<file path="config.mk">
export PLATFORM = sky130hd
export DESIGN_NAME = cavlc_bs_byte_scheduler_flat
export DESIGN_NICKNAME = d
export VERILOG_FILES = /design/src/rtl/cavlc_bs_byte_scheduler_if.sv /design/src/rtl/cavlc_bs_byte_scheduler.sv /design/src/flat_wrapper.sv
export SDC_FILE = /design/constraint.sdc
export NUM_CORES = 1
export LEC_CHECK = 0
export CORE_MARGIN = 10
export CORE_UTILIZATION = 50
export CTS_BUF_LIST = sky130_fd_sc_hd__clkbuf_16
export DETAILED_ROUTE_END_ITERATION = 10
export PLACE_DENSITY = 0.71
export SYNTH_ARGS = -nofsm -noshare
export SYNTH_HDL_FRONTEND = slang
export SYNTH_SLANG_ARGS = --single-unit
</file>
<file path="constraint.sdc">
create_clock -name clk -period 12.55 [get_ports clk]
set_clock_uncertainty 0.1 [all_clocks]
set_input_delay 3.1375 -clock clk [delete_from_list [all_inputs] [get_ports clk]]
set_output_delay 3.1375 -clock clk [all_outputs]
set_load 0.02 [all_outputs]
</file>
<file path="src/rtl/cavlc_bs_byte_scheduler_if.sv">
// rtl/cavlc_bs_byte_scheduler_if.sv - packer-side and sink-side signals of the byte scheduler
//
// Packer side: pk_we/pk_codebit/pk_nbytes/pk_rbsp_trailing/slice_end in, pk_ready out.
// Sink side:   bs_valid/bs_data/bs_last out, bs_ready in.
// Status:      slice_len (LEN_W) and sticky ovf_err out.
// slave  = scheduler view, master = packer/sink view.
interface cavlc_bs_byte_scheduler_if #(
    parameter int unsigned LEN_W = 20
);
    logic             pk_we;
    logic [83:0]      pk_codebit;
    logic [3:0]       pk_nbytes;
    logic [7:0]       pk_rbsp_trailing;
    logic             slice_end;
    logic             pk_ready;
    logic             bs_valid;
    logic [7:0]       bs_data;
    logic             bs_last;
    logic             bs_ready;
    logic [LEN_W-1:0] slice_len;
    logic             ovf_err;

    modport slave (
        input  pk_we, pk_codebit, pk_nbytes, pk_rbsp_trailing, slice_end, bs_ready,
        output pk_ready, bs_valid, bs_data, bs_last, slice_len, ovf_err
    );

    modport master (
        output pk_we, pk_codebit, pk_nbytes, pk_rbsp_trailing, slice_end, bs_ready,
        input  pk_ready, bs_valid, bs_data, bs_last, slice_len, ovf_err
    );
endinterface

</file>
<file path="src/rtl/cavlc_bs_byte_scheduler.sv">
// rtl/cavlc_bs_byte_scheduler.sv - two-slot beat buffer draining one byte per cycle with EPB insertion
//
// Ports:
//   clk       - single rising-edge clock
//   rst       - synchronous active-high reset
//   sched_if  - slave modport: packer beats in (pk_*), slice_end, pk_ready out;
//               byte stream out (bs_valid/bs_data/bs_last, bs_ready in);
//               slice_len of the last completed slice and sticky ovf_err.
// Parameters:
//   EPB_EN    - nonzero inserts 0x03 after two 0x00 bytes when the next byte is <= 0x03
//   LEN_W     - width of the slice byte counter
module cavlc_bs_byte_scheduler #(
    parameter int unsigned EPB_EN = 1,
    parameter int unsigned LEN_W  = 20
) (
    input logic                      clk,
    input logic                      rst,
    cavlc_bs_byte_scheduler_if.slave sched_if
);
    typedef enum logic [1:0] {S_IDLE, S_EMIT, S_EPB} state_t;

    state_t           state_q, state_d;
    logic [87:0]      slot_data_q [2];
    logic [87:0]      slot_data_d [2];
    logic [3:0]       slot_cnt_q [2];
    logic [3:0]       slot_cnt_d [2];
    logic [1:0]       slot_last_q, slot_last_d;
    logic [1:0]       slot_vld_q, slot_vld_d;
    logic             wr_ptr_q, wr_ptr_d;
    logic             rd_ptr_q, rd_ptr_d;
    logic [3:0]       idx_q, idx_d;
    logic [1:0]       zcnt_q, zcnt_d;
    logic [LEN_W-1:0] run_cnt_q, run_cnt_d;
    logic [LEN_W-1:0] slice_len_q, slice_len_d;
    logic             ovf_q, ovf_d;
    logic             pk_ready_q, pk_ready_d;
    logic             bs_valid_q, bs_valid_d;
    logic [7:0]       bs_data_q, bs_data_d;
    logic             bs_last_q, bs_last_d;

    logic             hs, emit_hs, slot_done, acc_req;
    logic [3:0]       nb;
    logic [87:0]      beat, head_bits;
    logic [7:0]       head_byte;
    logic [LEN_W-1:0] run_inc;
    logic             unused_bits;

    // The low nibble of the packer word never carries a byte.
    assign unused_bits = ^sched_if.pk_codebit[3:0];

    always_comb begin
        state_d     = state_q;
        slot_data_d = slot_data_q;
        slot_cnt_d  = slot_cnt_q;
        slot_last_d = slot_last_q;
        slot_vld_d  = slot_vld_q;
        wr_ptr_d    = wr_ptr_q;
        rd_ptr_d    = rd_ptr_q;
        idx_d       = idx_q;
        zcnt_d      = zcnt_q;
        run_cnt_d   = run_cnt_q;
        slice_len_d = slice_len_q;
        ovf_d       = ovf_q;
        nb          = 4'd0;
        beat        = '0;
        run_inc     = (&run_cnt_q) ? run_cnt_q : run_cnt_q + {{(LEN_W-1){1'b0}}, 1'b1};

        hs        = bs_valid_q && sched_if.bs_ready;
        emit_hs   = hs && (state_q == S_EMIT);
        slot_done = emit_hs && (idx_q == slot_cnt_q[rd_ptr_q] - 4'd1);

        // Drain side: advance through the head slot, free it after its last byte.
        if (emit_hs) begin
            if (bs_last_q)
                zcnt_d = 2'd0;
            else if (bs_data_q == 8'h00)
                zcnt_d = (zcnt_q == 2'd2) ? 2'd2 : zcnt_q + 2'd1;
            else
                zcnt_d = 2'd0;
            if (slot_done) begin
                slot_vld_d[rd_ptr_q] = 1'b0;
                rd_ptr_d             = ~rd_ptr_q;
                idx_d                = 4'd0;
            end else begin
                idx_d = idx_q + 4'd1;
            end
        end else if (hs && (state_q == S_EPB)) begin
            zcnt_d = 2'd0;
        end

        // Every handshaken byte, EPBs included, counts toward the slice length.
        if (hs) begin
            if (bs_last_q) begin
                slice_len_d = run_inc;
                run_cnt_d   = '0;
            end else begin
                run_cnt_d = run_inc;
            end
        end

        // Accept side. pk_ready_q high guarantees wr_ptr points at a free slot.
        acc_req = (sched_if.pk_we && (sched_if.pk_nbytes != 4'd0)) || sched_if.slice_end;
        if (acc_req && !pk_ready_q)
            ovf_d = 1'b1;
        if (acc_req && pk_ready_q) begin
            if (sched_if.pk_we)
                nb = (sched_if.pk_nbytes > 4'd10) ? 4'd10 : sched_if.pk_nbytes;
            beat = {sched_if.pk_codebit[83:4], 8'h00};
            for (int k = 0; k < 11; k++)
                if (sched_if.slice_end && (4'(k) == nb))
                    beat[87-8*k -: 8] = sched_if.pk_rbsp_trailing;
            slot_data_d[wr_ptr_q] = beat;
            slot_cnt_d[wr_ptr_q]  = nb + {3'b000, sched_if.slice_end};
            slot_last_d[wr_ptr_q] = sched_if.slice_end;
            slot_vld_d[wr_ptr_q]  = 1'b1;
            wr_ptr_d              = ~wr_ptr_q;
        end

        pk_ready_d = !(slot_vld_d[0] && slot_vld_d[1]);

        // Outputs are registered, so the byte for next cycle is picked from the
        // post-update slot state; this gives N+1 latency and no inter-slot bubble.
        head_bits = slot_data_d[rd_ptr_d] << {idx_d, 3'b000};
        head_byte = head_bits[87:80];
        if (!hs && (state_q != S_IDLE))
            state_d = state_q;
        else if (!slot_vld_d[rd_ptr_d])
            state_d = S_IDLE;
        else if ((EPB_EN != 0) && (zcnt_d == 2'd2) && (head_byte <= 8'h03))
            state_d = S_EPB;
        else
            state_d = S_EMIT;

        bs_valid_d = (state_d != S_IDLE);
        bs_data_d  = (state_d == S_EPB) ? 8'h03 : ((state_d == S_EMIT) ? head_byte : 8'h00);
        bs_last_d  = (state_d == S_EMIT) && slot_last_d[rd_ptr_d] &&
                     (idx_d == slot_cnt_d[rd_ptr_d] - 4'd1);
    end

    always_ff @(posedge clk) begin
        if (rst) begin
            state_q     <= S_IDLE;
            slot_data_q <= '{default: '0};
            slot_cnt_q  <= '{default: '0};
            slot_last_q <= '0;
            slot_vld_q  <= '0;
            wr_ptr_q    <= 1'b0;
            rd_ptr_q    <= 1'b0;
            idx_q       <= 4'd0;
            zcnt_q      <= 2'd0;
            run_cnt_q   <= '0;
            slice_len_q <= '0;
            ovf_q       <= 1'b0;
            pk_ready_q  <= 1'b0;
            bs_valid_q  <= 1'b0;
            bs_data_q   <= 8'h00;
            bs_last_q   <= 1'b0;
        end else begin
            state_q     <= state_d;
            slot_data_q <= slot_data_d;
            slot_cnt_q  <= slot_cnt_d;
            slot_last_q <= slot_last_d;
            slot_vld_q  <= slot_vld_d;
            wr_ptr_q    <= wr_ptr_d;
            rd_ptr_q    <= rd_ptr_d;
            idx_q       <= idx_d;
            zcnt_q      <= zcnt_d;
            run_cnt_q   <= run_cnt_d;
            slice_len_q <= slice_len_d;
            ovf_q       <= ovf_d;
            pk_ready_q  <= pk_ready_d;
            bs_valid_q  <= bs_valid_d;
            bs_data_q   <= bs_data_d;
            bs_last_q   <= bs_last_d;
        end
    end

    assign sched_if.pk_ready  = pk_ready_q;
    assign sched_if.bs_valid  = bs_valid_q;
    assign sched_if.bs_data   = bs_data_q;
    assign sched_if.bs_last   = bs_last_q;
    assign sched_if.slice_len = slice_len_q;
    assign sched_if.ovf_err   = ovf_q;
endmodule

</file>
<file path="src/flat_wrapper.sv">
// flat-port wrapper written by rule: the top's interface ports become plain ports
module cavlc_bs_byte_scheduler_flat 
#(
    parameter int unsigned EPB_EN = 1,
    parameter int unsigned LEN_W  = 20
)
  (clk, rst, sched_if_pk_we, sched_if_pk_codebit, sched_if_pk_nbytes, sched_if_pk_rbsp_trailing, sched_if_slice_end, sched_if_bs_ready, sched_if_pk_ready, sched_if_bs_valid, sched_if_bs_data, sched_if_bs_last, sched_if_slice_len, sched_if_ovf_err);
  cavlc_bs_byte_scheduler_if #(.LEN_W(LEN_W)) sched_if_i ();
  input logic clk;
  input logic rst;
  input wire logic [$bits(sched_if_i.pk_we)-1:0] sched_if_pk_we;
  input wire logic [$bits(sched_if_i.pk_codebit)-1:0] sched_if_pk_codebit;
  input wire logic [$bits(sched_if_i.pk_nbytes)-1:0] sched_if_pk_nbytes;
  input wire logic [$bits(sched_if_i.pk_rbsp_trailing)-1:0] sched_if_pk_rbsp_trailing;
  input wire logic [$bits(sched_if_i.slice_end)-1:0] sched_if_slice_end;
  input wire logic [$bits(sched_if_i.bs_ready)-1:0] sched_if_bs_ready;
  output wire logic [$bits(sched_if_i.pk_ready)-1:0] sched_if_pk_ready;
  output wire logic [$bits(sched_if_i.bs_valid)-1:0] sched_if_bs_valid;
  output wire logic [$bits(sched_if_i.bs_data)-1:0] sched_if_bs_data;
  output wire logic [$bits(sched_if_i.bs_last)-1:0] sched_if_bs_last;
  output wire logic [$bits(sched_if_i.slice_len)-1:0] sched_if_slice_len;
  output wire logic [$bits(sched_if_i.ovf_err)-1:0] sched_if_ovf_err;
  assign sched_if_i.pk_we = sched_if_pk_we;
  assign sched_if_i.pk_codebit = sched_if_pk_codebit;
  assign sched_if_i.pk_nbytes = sched_if_pk_nbytes;
  assign sched_if_i.pk_rbsp_trailing = sched_if_pk_rbsp_trailing;
  assign sched_if_i.slice_end = sched_if_slice_end;
  assign sched_if_i.bs_ready = sched_if_bs_ready;
  assign sched_if_pk_ready = sched_if_i.pk_ready;
  assign sched_if_bs_valid = sched_if_i.bs_valid;
  assign sched_if_bs_data = sched_if_i.bs_data;
  assign sched_if_bs_last = sched_if_i.bs_last;
  assign sched_if_slice_len = sched_if_i.slice_len;
  assign sched_if_ovf_err = sched_if_i.ovf_err;
  cavlc_bs_byte_scheduler #(.EPB_EN(EPB_EN), .LEN_W(LEN_W)) u_core (.clk(clk), .rst(rst), .sched_if(sched_if_i));
endmodule
</file>
# After elaboration in Yosys (flattened, before gate mapping)
# Index checks and enable logic that the tools add are counted.
# W data, S select, Z words.
# word_totals
reg_bits,250
inputBits,101
output_inout_bits,32
# op_classes
bitwise_logic,9
eq_ne,18
reduce_logical,38
muxes,71
n_addsub,6
shift,1
order_cmp,11
# op_table
cell,n
$mux W88,4
$mux W8,23
$bwmux W176,1
$mux W176,1
$demux W88 S1,1
$shl A88 B7 Y88,1
$mux W4,12
$mux W20,2
$mux W2,14
$logic_and A1 B1 Y1,26
$add A20 B1 Y20 const B,1
$reduce_and A20 Y1,1
$eq A3 B4 Y1 const A,4
$eq A4 B4 Y1 const A,3
$bwmux W8,1
$eq A2 B2 Y1 const B,4
$eq A2 B4 Y1 const A,2
$eq A4 B4 Y1,2
$le A8 B2 Y1 const B,1
$logic_not A8 Y1,1
$mux W1,8
$sub A4 B1 Y4 const B,2
$ge A2 B2 Y1 const B,3
$lt A1 B2 Y1 const B,3
other kinds (23),33

# Depth between registers and ports, before layout
# depth
ltp_word,23
ltp_mapped,18
ltp_nobuf,15

# Least setup slack after synthesis
# Ideal clock, no wire load.
# synth_path
kind,input-to-reg
from,input port sched_if_pk_nbytes[2]
to,register u_core.bs_last_q (netlist: u_core.sched_if.bs_last)
required_time_ps,12350
arrival_ps,6116
stages,13
slack_ps,6235
setup_time_ps,100
path_cell_list,clkbuf_1 > o41ai_2 > a21oi_2 > buf_2 > buf_2 > clkbuf_1 > o32a_1 > o21ai_0 > ha_1 > xnor2_1 > nor3_1 > o21ai_0 > a2111oi_4
# synth_via
elab_chain_len,22
elab_cells_between_ends,80
cone_classes,add/sub (2); order compare (2); eq/ne (12); shift (1); mux (44); reduce/logical (19)
# synth_rtl
item,line_no,text
start: declaration,flat_wrapper.sv:13,input wire logic [$bits(sched_if_i.pk_nbytes)-1:0] sched_if_pk_nbytes;
$gt A4 B4 Y1,cavlc_bs_byte_scheduler.sv:107,nb = (sched_if.pk_nbytes > 4'd10) ? 4'd10 : sched_if.pk_nbytes;
$mux W4,cavlc_bs_byte_scheduler.sv:107,
$mux W4,cavlc_bs_byte_scheduler.sv:106,if (sched_if.pk_we)
$mux W4,cavlc_bs_byte_scheduler.sv:105,if (acc_req && pk_ready_q) begin
$eq A4 B4 Y1 (tied with other cells),cavlc_bs_byte_scheduler.sv:110,if (sched_if.slice_end && (4'(k) == nb))
$logic_and A1 B1 Y1,cavlc_bs_byte_scheduler.sv:110,
$mux W8,cavlc_bs_byte_scheduler.sv:110,
$mux W8,cavlc_bs_byte_scheduler.sv:105,
(+6 left out),n/a,
$le A8 B2 Y1,cavlc_bs_byte_scheduler.sv:129,else if ((EPB_EN != 0) && (zcnt_d == 2'd2) && (head_byte <= 8'h03))
$logic_and A1 B1 Y1,cavlc_bs_byte_scheduler.sv:129,
$mux W2,cavlc_bs_byte_scheduler.sv:129,
$mux W2,cavlc_bs_byte_scheduler.sv:127,else if (!slot_vld_d[rd_ptr_d])
$mux W2,cavlc_bs_byte_scheduler.sv:125,if (!hs && (state_q != S_IDLE))
$eq A2 B1 Y1,cavlc_bs_byte_scheduler.sv:136,bs_last_d = (state_d == S_EMIT) && slot_last_d[rd_ptr_d] &&
$logic_and A1 B1 Y1,cavlc_bs_byte_scheduler.sv:136,
$logic_and A1 B1 Y1 (*),cavlc_bs_byte_scheduler.sv:136,
end signal: assignment,cavlc_bs_byte_scheduler.sv:174,bs_last_q <= bs_last_d;
end: declaration,cavlc_bs_byte_scheduler.sv:39,"logic bs_last_q, bs_last_d;"
# Every way passes the cells marked *; elsewhere a longest branch is shown, timed or not. The select of a mux whose other input is x is not followed.
# A chain may end at the register's enable or synchronous reset.

# Worst setup path after layout
# layout_path
from,input port sched_if_pk_we
to,register u_core.state_q[0]
# layout_via
elab_chain_len,17
elab_cells_between_ends,63
cone_classes,order compare (1); eq/ne (10); shift (1); mux (35); reduce/logical (16)
# layout_rtl
item,line_no,text
start: declaration,flat_wrapper.sv:11,input wire logic [$bits(sched_if_i.pk_we)-1:0] sched_if_pk_we;
$mux W4,cavlc_bs_byte_scheduler.sv:106,
$mux W4,cavlc_bs_byte_scheduler.sv:105,
$eq A4 B4 Y1 (tied with other cells),cavlc_bs_byte_scheduler.sv:110,
$logic_and A1 B1 Y1,cavlc_bs_byte_scheduler.sv:110,
$mux W8,cavlc_bs_byte_scheduler.sv:110,
$mux W8,cavlc_bs_byte_scheduler.sv:105,
$bwmux W176,cavlc_bs_byte_scheduler.sv:112,slot_data_d[wr_ptr_q] = beat;
$mux W176,cavlc_bs_byte_scheduler.sv:105,
$mux W88 (implied by the code) (3 in a row),cavlc_bs_byte_scheduler.sv:123,"head_bits = slot_data_d[rd_ptr_d] << {idx_d, 3'b000};"
$shl A88 B7 Y88,cavlc_bs_byte_scheduler.sv:123,
$le A8 B2 Y1,cavlc_bs_byte_scheduler.sv:129,
$logic_and A1 B1 Y1,cavlc_bs_byte_scheduler.sv:129,
$mux W2,cavlc_bs_byte_scheduler.sv:129,
$mux W2 (*),cavlc_bs_byte_scheduler.sv:127,
$mux W2 (*),cavlc_bs_byte_scheduler.sv:125,
end signal: assignment,cavlc_bs_byte_scheduler.sv:159,state_q <= state_d;
end: declaration,cavlc_bs_byte_scheduler.sv:22,"state_t state_q, state_d;"
# Marks and branches as above.

==> reports/results.ini <==
[pwr]
total_leakage_power_nw = 5.76
p_per_area_mw_per_mm2 = 125
vdd_drop_max_mv = 0.103
total_power_mw = 1.99

[clock_network]
cts.sinks = 250
clk_latency_ps = 550
cts.reportedPaths.clkPinSlew_ps = 60
cts_resized = 0
postCtsSetupBuffers = 0
cts_tree = built
cts.path.max_buffers = 3
htree_levels = 1
cts_made_buffers = 28
ctsRootBufferMaster = clkbuf_16
holdBufCountCts = 0

[route]
drc_errors = 0
routed_via_density = 6.20
vias = 13100
wirelength_um = 44300
drtPass1Iterations = 6
detail-route-antenna-nets = 0
drtIter0Drc = 1497
routedWlPerCell_um = 20.9

[cells_and_area]
multi_input_area_sq_mm = 0.00814
fill_cells = 2436
stdcell_count = 2116
drive_gt1_share_pct = 6.99
n_antenna_cell = 0
regArea_sq_mm = 0.00500
final_area_sq_mm = 0.0160
mostFrequentLayoutCell = nor2_1
nets = 1863
layout_common_cells = 325 x nor2_1, 250 x dfxtp_1, 160 x nand2_1, 130 x a211oi_1, 128 x mux2i_1
area_growth_pct = 16.1

[floorplan]
rows = 60
io_pins = 133
start_util_pct = 50.9
coreArea_sq_mm = 0.0270
die_width_um = 186
die_area_sq_mm = 0.0345
die_h_um = 186

[global_routing]
antenna_found_initial = 0
grt_use_total_pct = 25.0
grt-ovfl-total = 0
grt_max_degree = 134
grt_pass1_vias = 12300
grt_pass1_wl_um = 69200

[synth]
yosysWarnings = 0
netlist_area_sq_mm = 0.0137
synthXorXnorAreaFrac_pct = 2.48
syn_avg_cell_area_sq_um = 8.05
yosysUniqueCellTypes = 85
synth_fa_ha_area_share_pct = 0.546
synth_top_family_by_area = compound AO/OA/AOI/OAI gates
yosys.area_share.simple_pct = 21.2
synth_mux_area_share_pct = 12.2
synth_compound_area_share_pct = 22.5
postSynthCellCount = 1708
yosysSeqAreaShare_pct = 36.4
synth_edf_count = 0
syn_nets = 1815
synth_flop_cell = dfxtp_1
synth_seq_cells = 250
ys_async_sr_fraction_pct = 0

[outcome]
outcome = finished, final reports clean

[critical_path]
reg2reg_from = u_core.rd_ptr_q$_SDFF_PP0_
crit_path_end_kind = flip-flop
critical_path_arrival_ps = 7930
worstSetupPathType = primary input to flip-flop
crit_path_start = sched_if_pk_we
crit_fanout = 13
start_kind = primary input
critPathRequiredTime_ps = 12850

[sta]
finalSetupViolCount = 0
finalSetupTns_ps = 0
rsz0062_at_grt = false
layout_setup_ws_ps = 4920
worst_slew_pin_slew_ps = 1150
fmax_mhz = 131
hold_viol = 0
maxSlewHeadroom_pct = 22.8
period_share_pct = 60.8
finalMaxSlewViolations = 0
fin_crit_ps = 7630

[place]
dpl_cell_area_sq_mm = 0.0151
dp_cells = 2067
gp_congestion = 0.968
hpwl_um = 30300
port_buffers = 128
preCtsSetupSlack_ps = 4460

[min_path]
hold_path_class = flip-flop to flip-flop
hold_start = u_core.sched_if.slice_len[0]$_SDFFE_PP0P_

[run]
cap_violations = 0

## per-layer routing
| metal | vias to the layer above | track usage, % | wire [um] |
|---|---|---|---|
| met5 | - | 0 | 0 |
| met4 | 0 | 9.19 | 1660 |
| met3 | 104 | 4.95 | 4120 |
| met2 | 603 | 39.5 | 19900 |
| met1 | 6165 | 33.2 | 18600 |
| li1 | 6249 | - | - |
## cell type report
class | instances | area share [%]
Clock buffer | 29 | 4.55
Clock inverter | 20 | 0.886
Inverter | 10 | 0.235
Multi-Input combinational cell | 1311 | 51.0
Sequential cell | 250 | 31.4
Tap cell | 341 | 2.67
Timing Repair Buffer | 155 | 9.30
## critical path, cell delays in order
cell             delay, ps
clkdlybuf4s50_1        750
nor4bb_1               740
nand2_1                800
mux2i_1                640
a211oi_1               140
o21ai_0                180
o211a_1                160
a211oi_1                50
nor4_1                 610
and4_4                 370
nand4_1                150
o2bb2ai_1              190
## power by group
| group | switching, mW | internal [mW] | total (mW) |
|---|---|---|---|
| registers | 0.0220 | 0.836 | 0.858 |
| clock network | 0.330 | 0.454 | 0.785 |
| logic | 0.209 | 0.136 | 0.345 |
## cells in the mapped netlist, types with 6 or more instances
master / n / area (sq um)
nor4_1: 7 / 43.8
nand4_1: 10 / 62.6
nand3_1: 32 / 160
and3_1: 20 / 125
o211ai_1: 20 / 150
a21oi_1: 113 / 566
nor2b_1: 7 / 43.8
o21a_1: 16 / 120
nor2_1: 325 / 1220
a211oi_1: 130 / 976
and2_1: 26 / 163
clkbuf_1: 88 / 330
dfxtp_1: 250 / 5000
o21ai_0: 59 / 295
nand2b_1: 7 / 43.8
ha_1: 6 / 75.1
mux2i_1: 128 / 1280
a21boi_0: 11 / 82.6
buf_2: 35 / 175
a31oi_1: 8 / 50.1
a2111oi_0: 6 / 52.6
xnor2_1: 23 / 201
nor3_1: 35 / 175
inv_1: 7 / 26.3
xor2_1: 9 / 78.8
buf_4: 6 / 45.0
nand2_1: 160 / 601
or3_1: 7 / 43.8
a22oi_1: 13 / 97.6
mux2_2: 22 / 248
## path summary, 6_finish.rpt
kind              slack [ps]                                   endpoint  cells after the start
hold reg to reg          360  u_core.sched_if.slice_len[0]$_SDFFE_PP0P_                      2
hold / removal           360  u_core.sched_if.slice_len[0]$_SDFFE_PP0P_                      2
setup reg to reg        7240         u_core.sched_if.bs_last$_SDFF_PP0_                     15
setup / recovery        4920               u_core.state_q[0]$_SDFF_PP0_                     12
## registers in the layout (all words and copies together), names as in the netlist
register	cells
u_core.slot_data_q	176
u_core.run_cnt_q	20
u_core.sched_if.slice_len	20
u_core.sched_if.bs_data	8
u_core.slot_cnt_q	8
u_core.idx_q	4
u_core.slot_last_q	2
u_core.slot_vld_q	2
u_core.state_q	2
u_core.zcnt_q	2
u_core.rd_ptr_q	1
u_core.sched_if.bs_last	1
u_core.sched_if.bs_valid	1
u_core.sched_if.ovf_err	1
u_core.sched_if.pk_ready	1
u_core.wr_ptr_q	1
## cell families after synthesis
| kind of cell | count (synthesis) |
|---|---|
| fa+ha+maj | 6 |
| buf+inv | 147 |
| simple gates | 660 |
| mux | 158 |
| flops | 250 |
| compound gates | 452 |
| xor+xnor | 35 |
## per-stage QoR
stage / util (%) / hold WS (ps)
final: 59.1 / 359
after detailed placement: 55.9 / 356
after global routing: 59.1 / 397
after CTS: 59.1 / 365
after floorplan: - / 342
after global placement: 55.9 / 346
(Power assumes the default switching activity.)
